File: src/rtl/lmc_mem_pkg.sv
// Shared encodings for the LMC RAM master: command op codes and controller states.
package lmc_mem_pkg;

    typedef enum logic [1:0] {
        OP_READ  = 2'b00,
        OP_WRITE = 2'b01,
        OP_FILL  = 2'b10,
        OP_SUM   = 2'b11
    } op_e;

    typedef enum logic [1:0] {
        IDLE   = 2'b00,
        ACCESS = 2'b01,
        SWEEP  = 2'b10,
        RESP   = 2'b11
    } state_e;

endpackage

File: src/rtl/lmc_ram_master.sv
// Initiator for the LMC single-port RAM: turns valid/ready commands into RAM accesses
// and recirculates RAM_out into data_in whenever it is not deliberately writing.
module lmc_ram_master
    import lmc_mem_pkg::*;
#(
    parameter int N = 2,
    parameter int M = 4
) (
    input  logic         clk,
    input  logic         rst_n,
    input  logic         cmd_valid,
    output logic         cmd_ready,
    input  logic [1:0]   cmd_op,
    input  logic [N-1:0] cmd_adr,
    input  logic [M-1:0] cmd_data,
    output logic         rsp_valid,
    input  logic         rsp_ready,
    output logic [M-1:0] rsp_data,
    output logic         busy,
    output logic [N-1:0] ram_adr,
    output logic [M-1:0] ram_data_in,
    input  logic [M-1:0] ram_out
);

    state_e       state;
    op_e          op_q;
    logic [N-1:0] adr_q;
    logic [N-1:0] cnt;
    logic [M-1:0] data_q;
    logic [M-1:0] acc;
    logic [M-1:0] rsp_data_q;
    logic [M-1:0] sum_next;
    logic         wr_en;

    assign sum_next = acc + ram_out;

    // Writes are gated by rst_n so an aborted FILL/WRITE never corrupts RAM during reset.
    always_comb begin
        wr_en = rst_n && ((state == ACCESS && op_q == OP_WRITE) ||
                          (state == SWEEP  && op_q == OP_FILL));
        ram_adr     = (state == SWEEP) ? cnt : adr_q;
        ram_data_in = wr_en ? data_q : ram_out;
    end

    assign cmd_ready = rst_n && (state == IDLE);
    assign rsp_valid = (state == RESP);
    assign busy      = (state != IDLE);
    assign rsp_data  = rsp_data_q;

    always_ff @(posedge clk) begin
        if (!rst_n) begin
            state      <= IDLE;
            op_q       <= OP_READ;
            adr_q      <= '0;
            data_q     <= '0;
            cnt        <= '0;
            acc        <= '0;
            rsp_data_q <= '0;
        end else begin
            case (state)
                IDLE: begin
                    if (cmd_valid) begin
                        op_q   <= op_e'(cmd_op);
                        adr_q  <= cmd_adr;
                        data_q <= cmd_data;
                        cnt    <= '0;
                        acc    <= '0;
                        state  <= cmd_op[1] ? SWEEP : ACCESS;
                    end
                end
                ACCESS: begin
                    rsp_data_q <= (op_q == OP_WRITE) ? data_q : ram_out;
                    state      <= RESP;
                end
                SWEEP: begin
                    cnt <= cnt + 1'b1;
                    if (op_q == OP_SUM)
                        acc <= sum_next;
                    if (cnt == '1) begin
                        rsp_data_q <= (op_q == OP_FILL) ? data_q : sum_next;
                        state      <= RESP;
                    end
                end
                RESP: begin
                    if (rsp_ready)
                        state <= IDLE;
                end
                default: state <= IDLE;
            endcase
        end
    end

endmodule

File: config.mk
export PLATFORM = sky130hd
export DESIGN_NAME = lmc_ram_master
export DESIGN_NICKNAME = d
export VERILOG_FILES = /design/src/rtl/lmc_mem_pkg.sv /design/src/rtl/lmc_ram_master.sv
export SDC_FILE = /design/constraint.sdc
export NUM_CORES = 1
export LEC_CHECK = 0
export CAP_MARGIN = 0
export CORE_ASPECT_RATIO = 0.75
export CORE_MARGIN = 1
export CORE_UTILIZATION = 60
export DETAILED_ROUTE_END_ITERATION = 8
export DONT_BUFFER_PORTS = 1
export GPL_ROUTABILITY_DRIVEN = 0
export MAX_ROUTING_LAYER = met4
export PLACE_DENSITY = 0.84
export SLEW_MARGIN = 20
export SYNTH_ARGS = -nofsm -noshare
export SYNTH_HDL_FRONTEND = slang
export SYNTH_SLANG_ARGS = --single-unit
File: constraint.sdc
create_clock -name clk -period 2.3 [get_ports clk]
set_input_delay 0.345 -clock clk [delete_from_list [all_inputs] [get_ports clk]]
set_output_delay 0.345 -clock clk [all_outputs]
set_load 0.01 [all_outputs]
==> summary.txt <==
Status
  • Status: finished, final reports clean

Timing
  • # setup viols final: 0
  • Endpoints failing hold: 0
  • Setup TNS: 0 ns
  • Max Clk Rate: 452 MHz
  • Tmin final: 2.21 ns
  • Slew @ Worst Pin: 0.419 ns
  • Slew headroom: 71.9%
  • Max-slew violation count: 0
  • Hold_ws: 0.162 ns
  • Worst Skew: 0.00490 ns
  • Tcrit/Tclk final: 96.1%
  • RSZ-0062 raised after global routing: no

CTS
  • Num CTS Buffers: 3
  • Hold Buf Count CTS: 0
  • CTS tree: built
  • Root Driver: clkbuf_4
  • Clk sinks: 20
  • CTS H-Tree Depth: 1
  • Clock slew at reported path FFs: 0.11 ns
  • Clock latency on the worst-skew pair: 0.31 ns
  • Clock buffer depth: 2

Finish
  • Non-filler cells, final: 172
  • Final nets: 177
  • Fillcell total: 147
  • Storage cell area: 400 um2
  • Share of layout cells above drive strength 1: 16.0%
  • Area growth syn-to-layout: 7.32%
  • Ant diodes: 0
  • Multi-input gate area: 785 um2
  • Final core utilization: 72.5%

Worst setup path
  • Cell family with most CP delay: flip-flops
  • Slowest cell on the critical path: dfxtp_1
  • Crit-path cells: inv_1 -> ha_2 -> nand3b_1 -> a21o_1 -> mux2_2
  • Crit path largest cell delay: 0.40 ns
  • Worst path bufs/invs: 1
  • Startpoint types: flop
  • Required time of the critical path: 1.96 ns
  • Critical Path AT: 1.87 ns
  • Largest fanout on the critical path: 9
  • Crit. End Element: output port
  • Crit Path Class: flop to output port

Yosys
  • Post-synthesis sequential area ratio: 32.5%
  • Synth Flop Type: dfxtp_1
  • Yosys reg bits: 20
  • Cell count after synthesis: 147
  • Asr flop ratio synth: 0%
  • Library cells used by synthesis: 43
  • Most area-consuming cells after synthesis: dfxtp_1, ha_1, mux2_2
  • Syn Area/Cell: 8.38 um2
  • Yosys top cell area share: 32.5%
  • Synthesized net count: 173
  • Synthesized area: 1230 um2
  • Synth warn: 0
  • EDFF count, synth: 0
  • Yosys top cell by area: dfxtp_1

Floorplan
  • Ports: 29
  • Starting density of the core: 67.6%
  • Die height: 41.2 um
  • Core area: 1820 um2
  • # rows: 13
  • Chip width: 54.3 um
  • Die area: 2240 um2

GRT
  • Vias in the first global route: 935
  • Total gr overflow: 0
  • All-Layer GR Usage: 28.5%
  • First-pass GRT wire length: 4.15 mm
  • Largest net degree at the start of global routing: 18
  • Initial antenna violation count: 0

Job
  • Max Cap Viol: 0

Detailed routing
  • DR vias: 1104
  • Vias/cell: 6.42
  • Pre-antenna DRT Iters: 5
  • Drt total wl: 2.76 mm
  • Routed wire per std cell: 16.1 um
  • ANT nets after route: 0
  • 1st-iter DRT viols: 60
  • Drc violations: 0

Pwr
  • Max rail drop VDD: 0.899 mV
  • Leak: 0.520 nW
  • Power Density: 1070 nW/um2

Worst hold path
  • Worst hold path class: input port to flop

Place
  • Dpl hpwl: 2.16 mm
  • Dpl cells: 168
  • Port Buffers: 0
==> flip-flops by register name, indices dropped and copies added (netlist names) <==
name      cells
cnt           2
op_q          2
data_q        4
adr_q         2
rsp_data      4
state         2
acc           4
==> synth_stat cells, types with 2 or more instances <==
master / number
o21ai_0: 4
a21o_1: 2
nand2b_1: 5
or3_1: 2
inv_1: 7
a21oi_1: 13
nor2_1: 9
a311oi_1: 2
and2b_2: 2
dfxtp_1: 20
a31oi_1: 2
mux2_2: 8
nand3_1: 9
nand2_1: 16
clkbuf_1: 4
ha_1: 9
and3_1: 3
a22oi_1: 3
o211ai_1: 3
==> layer usage <==
metal	track usage (%)	vias to the layer above	share of wire, %
met3	8.89	8	8.3
met4	8.33	0	1.7
met5	-	-	0
met1	35.4	501	44
met2	44.5	57	46
li1	-	538	-
==> repair_timing <==
action,CTS,global route
setup buffers,0,0
endpoints found under the setup margin,0,4
resized for setup,0,1
==> cells in the final DEF, fill, tap and decap left out, types with 3 or more instances in the layout <==
master / Yosys / routed
a21oi_1: 13 / 13
a22oi_1: 3 / 3
and3_1: 3 / 3
buf_4: 0 / 3
clkbuf_4: 0 / 3
dfxtp_1: 20 / 20
ha_1: 9 / 8
inv_1: 7 / 7
mux2_2: 8 / 8
nand2_1: 16 / 16
nand2b_1: 5 / 5
nand3_1: 9 / 9
nor2_1: 9 / 9
o211ai_1: 3 / 3
o21ai_0: 4 / 4
==> path summary, 6_finish.rpt <==
path / from / endpoint / slack, ns / depth (start not counted)
hold / removal: rst_n / rsp_data[2] / 0.16 / 2
setup reg to reg: state[0] / acc[3] / 0.38 / 6
hold reg to reg: adr_q[1] / adr_q[1] / 0.47 / 2
setup / recovery: state[0] / ram_data_in[0] / 0.09 / 5
==> kinds of logic after synthesis <==
| logic type | share of synthesized area (%) |
|---|---|
| flip-flops | 32.5 |
| AO/OA/AOI/OAI | 19.7 |
| XOR/XNOR | 0.712 |
| AND/OR/NAND/NOR | 24.2 |
| adder cells (fa/ha/maj) | 10.8 |
| multiplexers | 8.13 |
| buffers and inverters | 3.96 |
==> layout make-up <==
cell class / count / share of cell area [%]
clock buffers: 3 / 1.70
clock inverters: 1 / 2.27
inverters: 9 / 2.56
multi-input cells: 114 / 59.4
flip-flops and latches: 20 / 30.3
well taps: 22 / 2.08
repair buffers: 3 / 1.70
==> through the flow <==
| stage | power [mW] | worst slack [ns] | cell area [um2] |
|---|---|---|---|
| 5_1_grt | 1.51 | 0.0113 | 1320 |
| 3_3_place_gp | 1.09 | 0.404 | 1270 |
| 3_5_place_dp | 1.12 | 0.352 | 1270 |
| 2_1_floorplan | 0.980 | 0.499 | 1230 |
| 6_report | 1.42 | 0.0890 | 1320 |
| 4_1_cts | 1.42 | 0.0185 | 1320 |
==> worst register-to-register path, stage by stage, from the launching register on <==
cell,delay (ns)
dfxtp_1,0.36
inv_1,0.12
ha_2,0.28
inv_2,0.07
or3_1,0.39
or4_1,0.50
a31oi_1,0.13
==> where the power goes <==
part	leakage [nW]	internal [mW]	total, mW	switching, mW
combinational	0.329	0.251	0.624	0.373
clock	0.0279	0.176	0.286	0.109
sequential	0.164	0.427	0.510	0.0832
Power figures use the tool's default switching activity.
